===== src/rtl/digit_sprite_pkg.sv =====
// Shared types, constants and small helpers for the numeric digit overlay.
// Glyph cells are 32x24 pixels, 2-bit codes per pixel.
package digit_sprite_pkg;

  localparam int GLYPH_W     = 32;
  localparam int GLYPH_H     = 24;
  localparam int COLOR_W_DEF = 10;

  localparam logic [9:0] DEF_OUTLINE_COLOR = 10'd430;
  localparam logic [9:0] DEF_FILL_COLOR    = 10'd428;

  typedef enum logic [1:0] {
    TRANSP  = 2'd0,
    OUTLINE = 2'd1,
    FILL    = 2'd2,
    RSVD    = 2'd3
  } pix_code_t;

  typedef enum logic [1:0] {
    CONV_IDLE   = 2'd0,
    CONV_SHIFT  = 2'd1,
    CONV_COMMIT = 2'd2
  } conv_state_t;

  // Seven-segment enables, bit 0 = segment a ... bit 6 = segment g
  function automatic logic [6:0] seg_map(input logic [3:0] digit);
    case (digit)
      4'd0:    seg_map = 7'b011_1111;
      4'd1:    seg_map = 7'b000_0110;
      4'd2:    seg_map = 7'b101_1011;
      4'd3:    seg_map = 7'b100_1111;
      4'd4:    seg_map = 7'b110_0110;
      4'd5:    seg_map = 7'b110_1101;
      4'd6:    seg_map = 7'b111_1101;
      4'd7:    seg_map = 7'b000_0111;
      4'd8:    seg_map = 7'b111_1111;
      4'd9:    seg_map = 7'b110_1111;
      default: seg_map = 7'b000_0000;
    endcase
  endfunction

  function automatic logic [3:0] bcd_add3(input logic [3:0] nib);
    if (nib >= 4'd5) begin
      bcd_add3 = nib + 4'd3;
    end else begin
      bcd_add3 = nib;
    end
  endfunction

endpackage


===== src/rtl/digit_glyph_rom.sv =====
// Ten-glyph 32x24 code ROM with a registered 2-bit output.
// Glyphs are outlined seven-segment bars; everything else is transparent.
module digit_glyph_rom
  import digit_sprite_pkg::*;
(
  input  logic       clk,
  input  logic       rst_n,
  input  logic [3:0] digit_i,
  input  logic [4:0] row_i,
  input  logic [4:0] col_i,
  output pix_code_t  code_o
);

  typedef struct packed {
    logic [4:0] c0;
    logic [4:0] c1;
    logic [4:0] r0;
    logic [4:0] r1;
  } box_t;

  // Outer bounding box of each bar (inclusive); the 1-pixel rim is outline.
  function automatic box_t seg_box(input logic [2:0] seg);
    case (seg)
      3'd0:    seg_box = '{c0: 5'd2,  c1: 5'd23, r0: 5'd0,  r1: 5'd4};
      3'd1:    seg_box = '{c0: 5'd19, c1: 5'd25, r0: 5'd2,  r1: 5'd12};
      3'd2:    seg_box = '{c0: 5'd19, c1: 5'd25, r0: 5'd11, r1: 5'd21};
      3'd3:    seg_box = '{c0: 5'd2,  c1: 5'd23, r0: 5'd19, r1: 5'd23};
      3'd4:    seg_box = '{c0: 5'd0,  c1: 5'd6,  r0: 5'd11, r1: 5'd21};
      3'd5:    seg_box = '{c0: 5'd0,  c1: 5'd6,  r0: 5'd2,  r1: 5'd12};
      3'd6:    seg_box = '{c0: 5'd2,  c1: 5'd23, r0: 5'd10, r1: 5'd14};
      default: seg_box = '{c0: 5'd0,  c1: 5'd0,  r0: 5'd0,  r1: 5'd0};
    endcase
  endfunction

  logic [6:0] segs_s;
  box_t       box_s;
  logic       any_fill_s;
  logic       any_edge_s;
  pix_code_t  code_d;
  pix_code_t  code_q;

  // Fill wins over outline where bars overlap
  always_comb begin
    segs_s     = seg_map(digit_i);
    box_s      = '0;
    any_fill_s = 1'b0;
    any_edge_s = 1'b0;
    for (int s = 0; s < 7; s++) begin
      box_s = seg_box(3'(s));
      if (segs_s[s] && col_i >= box_s.c0 && col_i <= box_s.c1 &&
          row_i >= box_s.r0 && row_i <= box_s.r1) begin
        any_edge_s = 1'b1;
        if (col_i > box_s.c0 && col_i < box_s.c1 &&
            row_i > box_s.r0 && row_i < box_s.r1) begin
          any_fill_s = 1'b1;
        end else begin
          any_fill_s = any_fill_s;
        end
      end else begin
        any_edge_s = any_edge_s;
      end
    end
    if (any_fill_s) begin
      code_d = FILL;
    end else if (any_edge_s) begin
      code_d = OUTLINE;
    end else begin
      code_d = TRANSP;
    end
  end

  always_ff @(posedge clk or negedge rst_n) begin
    if (!rst_n) begin
      code_q <= TRANSP;
    end else begin
      code_q <= code_d;
    end
  end

  assign code_o = code_q;

endmodule


===== src/rtl/digit_sprite_renderer.sv =====
// Multi-digit numeric overlay: binary-to-BCD converter with a shadow display
// register, followed by a fixed 2-cycle glyph lookup pipeline.
module digit_sprite_renderer
  import digit_sprite_pkg::*;
#(
  parameter int NUM_DIGITS = 3,
  parameter int VALUE_W    = 10,
  parameter bit BLANK_LZ   = 1'b1,
  parameter int COLOR_W    = COLOR_W_DEF
) (
  input  logic               clk,
  input  logic               rst_n,
  input  logic               load_i,
  input  logic [VALUE_W-1:0] value_i,
  output logic               busy_o,
  input  logic [9:0]         org_x_i,
  input  logic [9:0]         org_y_i,
  input  logic [COLOR_W-1:0] outline_color_i,
  input  logic [COLOR_W-1:0] fill_color_i,
  input  logic               pix_valid_i,
  input  logic [9:0]         pix_x_i,
  input  logic [9:0]         pix_y_i,
  output logic               pix_valid_o,
  output logic               pix_hit_o,
  output logic [COLOR_W-1:0] pix_rgb_o
);

  localparam int     BCD_W   = 4 * NUM_DIGITS;
  localparam int     CNT_W   = $clog2(VALUE_W + 1);
  localparam int     WIN_W   = NUM_DIGITS * GLYPH_W;
  localparam longint MAX_VAL = longint'(10 ** NUM_DIGITS - 1);

  conv_state_t        state_q, state_d;
  logic [VALUE_W-1:0] bin_q, bin_d;
  logic [BCD_W-1:0]   work_q, work_d;
  logic [BCD_W-1:0]   add3_s;
  logic [CNT_W-1:0]   cnt_q, cnt_d;
  logic [BCD_W-1:0]   disp_q, disp_d;
  logic               busy_q;

  // Converter: a fresh load always restarts, whatever the current state
  always_comb begin
    state_d = state_q;
    bin_d   = bin_q;
    work_d  = work_q;
    cnt_d   = cnt_q;
    disp_d  = disp_q;
    add3_s  = work_q;
    for (int d = 0; d < NUM_DIGITS; d++) begin
      add3_s[d*4 +: 4] = bcd_add3(work_q[d*4 +: 4]);
    end
    if (load_i) begin
      state_d = CONV_SHIFT;
      work_d  = '0;
      cnt_d   = '0;
      if (64'(value_i) > 64'(MAX_VAL)) begin
        bin_d = VALUE_W'(MAX_VAL);
      end else begin
        bin_d = value_i;
      end
    end else begin
      case (state_q)
        CONV_IDLE: begin
          state_d = CONV_IDLE;
        end
        CONV_SHIFT: begin
          work_d = {add3_s[BCD_W-2:0], bin_q[VALUE_W-1]};
          bin_d  = bin_q << 1;
          cnt_d  = cnt_q + CNT_W'(1);
          if (cnt_q == CNT_W'(VALUE_W - 1)) begin
            state_d = CONV_COMMIT;
          end else begin
            state_d = CONV_SHIFT;
          end
        end
        CONV_COMMIT: begin
          disp_d  = work_q;
          state_d = CONV_IDLE;
        end
        default: begin
          state_d = CONV_IDLE;
        end
      endcase
    end
  end

  always_ff @(posedge clk or negedge rst_n) begin
    if (!rst_n) begin
      state_q <= CONV_IDLE;
      bin_q   <= '0;
      work_q  <= '0;
      cnt_q   <= '0;
      disp_q  <= '0;
      busy_q  <= 1'b0;
    end else begin
      state_q <= state_d;
      bin_q   <= bin_d;
      work_q  <= work_d;
      cnt_q   <= cnt_d;
      disp_q  <= disp_d;
      busy_q  <= (state_d != CONV_IDLE);
    end
  end

  assign busy_o = busy_q;

  logic signed [10:0] dx_s, dy_s;
  logic               in_win_s;
  logic [2:0]         slot_s;
  logic [3:0]         nib_s;
  logic               lead_zero_s;
  logic [3:0]         slot_digit_s;
  logic               blank_s;

  // Geometry and leading-zero blanking; slot 0 is the most significant digit
  always_comb begin
    dx_s     = $signed({1'b0, pix_x_i}) - $signed({1'b0, org_x_i});
    dy_s     = $signed({1'b0, pix_y_i}) - $signed({1'b0, org_y_i});
    in_win_s = !dx_s[10] && (dx_s[9:0] < 10'(WIN_W)) &&
               !dy_s[10] && (dy_s[9:0] < 10'(GLYPH_H));
    slot_s       = dx_s[7:5];
    nib_s        = 4'd0;
    lead_zero_s  = 1'b1;
    slot_digit_s = 4'd0;
    blank_s      = 1'b0;
    for (int s = 0; s < NUM_DIGITS; s++) begin
      nib_s       = disp_q[(NUM_DIGITS-1-s)*4 +: 4];
      lead_zero_s = lead_zero_s && (nib_s == 4'd0);
      if (slot_s == 3'(s)) begin
        slot_digit_s = nib_s;
        blank_s      = BLANK_LZ && lead_zero_s && (s != NUM_DIGITS - 1);
      end else begin
        slot_digit_s = slot_digit_s;
      end
    end
  end

  logic               s1_valid_q, s1_en_q;
  logic [3:0]         s1_digit_q;
  logic [4:0]         s1_row_q, s1_col_q;
  logic [COLOR_W-1:0] s1_outline_q, s1_fill_q;
  logic               s2_valid_q, s2_en_q;
  logic [COLOR_W-1:0] s2_outline_q, s2_fill_q;
  pix_code_t          s2_code_s;

  // Stage 1: palette is captured with its pixel so it stays aligned
  always_ff @(posedge clk or negedge rst_n) begin
    if (!rst_n) begin
      s1_valid_q   <= 1'b0;
      s1_en_q      <= 1'b0;
      s1_digit_q   <= 4'd0;
      s1_row_q     <= 5'd0;
      s1_col_q     <= 5'd0;
      s1_outline_q <= '0;
      s1_fill_q    <= '0;
    end else begin
      s1_valid_q   <= pix_valid_i;
      s1_en_q      <= in_win_s && !blank_s;
      s1_digit_q   <= slot_digit_s;
      s1_row_q     <= dy_s[4:0];
      s1_col_q     <= dx_s[4:0];
      s1_outline_q <= outline_color_i;
      s1_fill_q    <= fill_color_i;
    end
  end

  digit_glyph_rom u_rom (
    .clk     (clk),
    .rst_n   (rst_n),
    .digit_i (s1_digit_q),
    .row_i   (s1_row_q),
    .col_i   (s1_col_q),
    .code_o  (s2_code_s)
  );

  // Stage 2 side-band registered alongside the ROM code
  always_ff @(posedge clk or negedge rst_n) begin
    if (!rst_n) begin
      s2_valid_q   <= 1'b0;
      s2_en_q      <= 1'b0;
      s2_outline_q <= '0;
      s2_fill_q    <= '0;
    end else begin
      s2_valid_q   <= s1_valid_q;
      s2_en_q      <= s1_en_q;
      s2_outline_q <= s1_outline_q;
      s2_fill_q    <= s1_fill_q;
    end
  end

  assign pix_valid_o = s2_valid_q;

  // Palette mux; the reserved code renders as outline
  always_comb begin
    pix_hit_o = 1'b0;
    pix_rgb_o = '0;
    if (s2_en_q) begin
      case (s2_code_s)
        OUTLINE, RSVD: begin
          pix_hit_o = 1'b1;
          pix_rgb_o = s2_outline_q;
        end
        FILL: begin
          pix_hit_o = 1'b1;
          pix_rgb_o = s2_fill_q;
        end
        default: begin
          pix_hit_o = 1'b0;
          pix_rgb_o = '0;
        end
      endcase
    end else begin
      pix_hit_o = 1'b0;
      pix_rgb_o = '0;
    end
  end

endmodule

===== config.mk =====
export PLATFORM = sky130hd
export DESIGN_NAME = digit_sprite_renderer
export DESIGN_NICKNAME = d
export VERILOG_FILES = /design/src/rtl/digit_sprite_pkg.sv /design/src/rtl/digit_glyph_rom.sv /design/src/rtl/digit_sprite_renderer.sv
export SDC_FILE = /design/constraint.sdc
export NUM_CORES = 1
export LEC_CHECK = 0
export CAP_MARGIN = 40
export CELL_PAD_IN_SITES_DETAIL_PLACEMENT = 1
export CELL_PAD_IN_SITES_GLOBAL_PLACEMENT = 1
export CORE_UTILIZATION = 38
export DETAILED_ROUTE_END_ITERATION = 12
export MAX_ROUTING_LAYER = met4
export PLACE_DENSITY = 0.83
export SLEW_MARGIN = 5
export SYNTH_ARGS = -nofsm -noshare
export SYNTH_HDL_FRONTEND = slang
export SYNTH_SLANG_ARGS = --single-unit

===== constraint.sdc =====
create_clock -name clk -period 1.7 [get_ports clk]
set_input_delay 0.17 -clock clk [delete_from_list [all_inputs] [get_ports clk]]
set_output_delay 0.17 -clock clk [all_outputs]
set_load 0.01 [all_outputs]

==> results by stage <==
GRT:
- For this run the aggregate overflow at the end of global routing stands at 0.
- The fraction of met2 tracks used by global routing is 0.438.
- The number of global-route vias before repair was 5010.
- The routing layer with the top usage in global route is met2.
- For met1 alone, demand over resource in global routing was 0.280.
- The first global-routing pass estimated 26.2 mm of wire.
- The global routing usage on met3 is 0.0460.
- The largest net degree at the start of global routing is 45.
- The number of antenna violations at the first check in global routing is 0.
- In the global route stage, overall resource usage came out at 0.245.

Layout:
- The number of nets in the layout is 789.
- The most common cell after layout, fill and taps aside is sky130_fd_sc_hd__dfrtp_1.
- The share of cells above drive strength 1 is 0.332.
- Relative to the synthesized area, the layout overhead comes to 47.9%.
- In the layout the commonest cells are sky130_fd_sc_hd__dfrtp_1 (99), sky130_fd_sc_hd__buf_4 (70), sky130_fd_sc_hd__clkdlybuf4s50_1 (54).
- The number of antenna cells inserted is 0.
- The finished layout holds 860 standard cells, fillers aside.
- The final instance area is 7750 um^2.

Timing:
- The final setup violation count is 8.
- In this run the tightest slew margin relative to its limit is 0.612.
- The measured slew at the worst slew-check pin is 576 ps.
- The achievable clock frequency is 487 MHz.
- For the finished layout, the period the worst path requires is 2050 ps.
- Setup repair after global routing could not meet its margin everywhere.
- The final critical-path share of the clock period is 1.21.
- The largest clock skew in the final design is 8.63 ps.
- Once routing completed, OpenROAD measured the worst setup slack at -352 ps.
- The count of final max-slew check failures came to 0.
- The number of hold violations in the final report is 0.

Power:
- Of the total power, registers draw 0.383.
- Of the total power, the share spent switching nets is 0.303.
- The design internal power is 4940 uW.
- The share of power burned in combinational logic is 0.291.
- The worst-case IR drop observed on VDD is 567 uV.
- The power density of the placed cells is 915 nW/um^2.
- The power dissipated by switching net loads is 2150 uW.
- The leakage power is 0.00347 uW.
- The design draws 7090 uW.
- Of the total power, the clock network draws 0.326.

Floorplan:
- In this run the vertical extent of the chip is 119 um.
- The floorplan step defined a core boundary enclosing 13300 um^2.
- The initial utilization of the core area, before any placement, comes to 0.393.
- The die is 119 um wide.
- The area of the die is 14300 um^2.
- The number of top-level pins is 87.
- The cell row count is 42.

Place:
- After detailed placement, the design holds a cell count of 821.
- During placement, the flow inserted port buffers numbering 86.
- In this run the cell area measured after placement is 6860 um^2.
- At the placement stage, the worst setup path has a slack of -1120 ps.
- The congestion estimate from routability-driven global placement came to 0.826.
- After legalization and detailed placement, the total HPWL measured 10.2 mm.

Worst setup path:
- The data required time at the worst endpoint is 1950 ps.
- The arrival time reported for the critical path endpoint is 2310 ps.
- The critical path launch point type is an input port.
- The critical path endpoint category is a flip-flop.
- The worst-path maximum fanout is 7.
- The critical path is of the in -> reg type.

Clock tree:
- The tree built by TritonCTS fans out to 101 sinks.
- The root buffer cell chosen for the clock tree is sky130_fd_sc_hd__clkbuf_16.
- The worst-skew pair later-pin latency is 360 ps.
- The number of levels in the clock H-tree is 3.
- The maximum number of buffers from clock root to sink is 2.
- The number of buffers created by CTS is 9.
- The clock slew seen by the registers of the worst setup and hold paths is 70 ps.
- The clock tree from TritonCTS is done.

Synth:
- Of the total synthesized cell area, the portion taken by XOR and XNOR cells is 0.0348.
- For this run, asynchronously set or reset flops after synthesis account for 1.00.
- In this run the mean area of a mapped cell was 10.1 um^2.
- Yosys attributes the largest share of cell area to sky130_fd_sc_hd__dfrtp_1 (48%), sky130_fd_sc_hd__ha_1 (8.1%), sky130_fd_sc_hd__a21oi_1 (3.8%), sky130_fd_sc_hd__mux2_2 (3.7%), sky130_fd_sc_hd__inv_1 (3.2%).
- The number of nets in the synthesized netlist is 628.
- The predominant post-synthesis flop cell is sky130_fd_sc_hd__dfrtp_1.
- The biggest area contributor in the post-synthesis netlist is sky130_fd_sc_hd__dfrtp_1.
- The flip-flop and latch count after synthesis is 101.
- The part of the Yosys area used for sequential elements is 0.482.
- The share of synthesized area spent on multiplexers is 0.0537.
- Of the post-synthesis cell area, the dominant cell type holds 0.482.
- The number of flops mapped to enable cells by yosys is 0.
- The synthesized-area fraction occupied by ao, oa, aoi and oai cells is 0.158.
- Of the total synthesized cell area, the portion taken by AND, OR, NAND and NOR gates is 0.133.
- The number of instances in the synthesized netlist is 518.
- The count of warnings emitted by yosys is 0.
- After synthesis, the largest family of logic cells by area is compound AO/OA/AOI/OAI gates.
- Of the total synthesized cell area, the portion taken by full adders, half adders and majority gates is 0.0888.
- The area of the mapped netlist is 5240 um^2.
- The number of distinct library cells after synthesis is 61.

Drt:
- In the routed design, unresolved DRC markers number 0.
- The vias after detailed routing is 4644.
- The first detailed-routing pass ran for 4 iterations.
- The total wire length after detailed routing is 18.1 mm.
- In this run the remaining antenna-violating nets after routing total 0.
- In the final routed layout, each cell accounts on average for 21.1 um.
- The via count normalized by instance count is 5.40.
- The DRC violation total after the first TritonRoute iteration is 200.

Run status:
- The flow ran to the end, but the final reports show violations.
- The checks that failed: setup timing.

Min path:
- The worst hold path belongs to the class in -> reg.

Run:
- The tool flagged a number of max-cap violations equal to 0.
routing by layer:
metal / share of wire / wire (um)
met2: 0.55 / 9960
met3: 0.026 / 468
met1: 0.39 / 7120
met4: 0.030 / 548
met5: 0 / 0
synthesized netlist by cell type, drive strengths merged, types with 9 or more instances:
cell / count
mux2: 17
nor2: 38
nand2: 45
xnor2: 9
a21oi: 40
nor2b: 15
inv: 45
clkbuf: 18
mux2i: 9
a22oi: 15
nand2b: 9
ha: 34
o21ai: 31
dfrtp: 101
xor2: 11
stage by stage:
step,setup TNS [ps],util,hold slack [ps]
after floorplan,-845,-,-126
after global placement,-5010,0.514,92.4
after detailed placement,-5660,0.514,100
after CTS,-540,0.565,113
after global routing,-1680,0.581,96.8
final,-1180,0.581,98.0
worst max-delay path, stage by stage:
cell,delay [ps]
sky130_fd_sc_hd__clkdlybuf4s50_1,460
sky130_fd_sc_hd__inv_1,40
sky130_fd_sc_hd__ha_1,300
sky130_fd_sc_hd__buf_4,180
sky130_fd_sc_hd__a21oi_1,140
sky130_fd_sc_hd__o21ai_0,120
sky130_fd_sc_hd__a41oi_2,240
sky130_fd_sc_hd__xor2_1,280
sky130_fd_sc_hd__nand2_2,100
sky130_fd_sc_hd__nor4_2,280
cells by family (layout without fill, tap and decap cells):
group / after synthesis / in the layout
AOI/OAI and AO/OA: 128 / 128
xor gates and xnor gates: 20 / 20
adders and majority gates: 36 / 36
buffers and inverters: 65 / 231
DFF: 101 / 101
muxes: 26 / 26
and+or+nand+nor: 142 / 142
state kept, by name, summed over array words and instances (netlist names):
name and flops:
disp_q 12, work_q 12, bin_q 10, s1_fill_q 10, s1_outline_q 10, s2_fill_q 10
s2_outline_q 10, s1_col_q 5, s1_row_q 5, cnt_q 4, s1_digit_q 4, state_q 2
u_rom.code_o 2, busy_o 1, pix_valid_o 1, s1_en_q 1, s1_valid_q 1, s2_en_q 1
power by group through the flow:
| stage | Clock [uW] | Combinational (uW) | Sequential [uW] |
|---|---|---|---|
| global placement | 0 | 1470 | 2710 |
| floorplan | 0 | 875 | 2700 |
| global route | 2420 | 2200 | 2730 |
| detailed placement | 0 | 1550 | 2730 |
| CTS | 2300 | 1810 | 2690 |
| finish | 2310 | 2060 | 2720 |
cell type report:
cell class | count | area (um^2)
Clock buffer | 10 | 239
Clock inverter | 6 | 93.8
Timing Repair Buffer | 170 | 1490
Inverter | 45 | 186
Sequential cell | 101 | 2530
Multi-Input combinational cell | 352 | 2990
Tap cell | 176 | 220
Fill cell | 1411 | 5600
timing repair:
item                                    in CTS  in global routing
pin swaps                                   39                 27
buffers inserted                            15                  9
cloned                                       0                  0
gates resized for setup                    147                 46
hold buffers                                 1                  0
hold endpoints to repair                    20                  0
endpoints found under the setup margin      21                 22
worst paths after layout:
path / startpoint / slack [ps] / cells after the start / end
hold reg to reg: s1_outline_q[9] / 350 / 0 / s2_outline_q[9]
setup reg to reg: s1_digit_q[1] / -230 / 8 / u_rom.code_o[0]
setup / recovery: org_y_i[6] / -350 / 10 / s1_en_q
hold / removal: org_y_i[0] / 100 / 3 / s1_row_q[0]
max in group asynchronous: rst_n / 870 / 3 / s2_en_q
min in group asynchronous: rst_n / 260 / 2 / work_q[11]
Note: power is estimated with default switching activity, not from simulation.
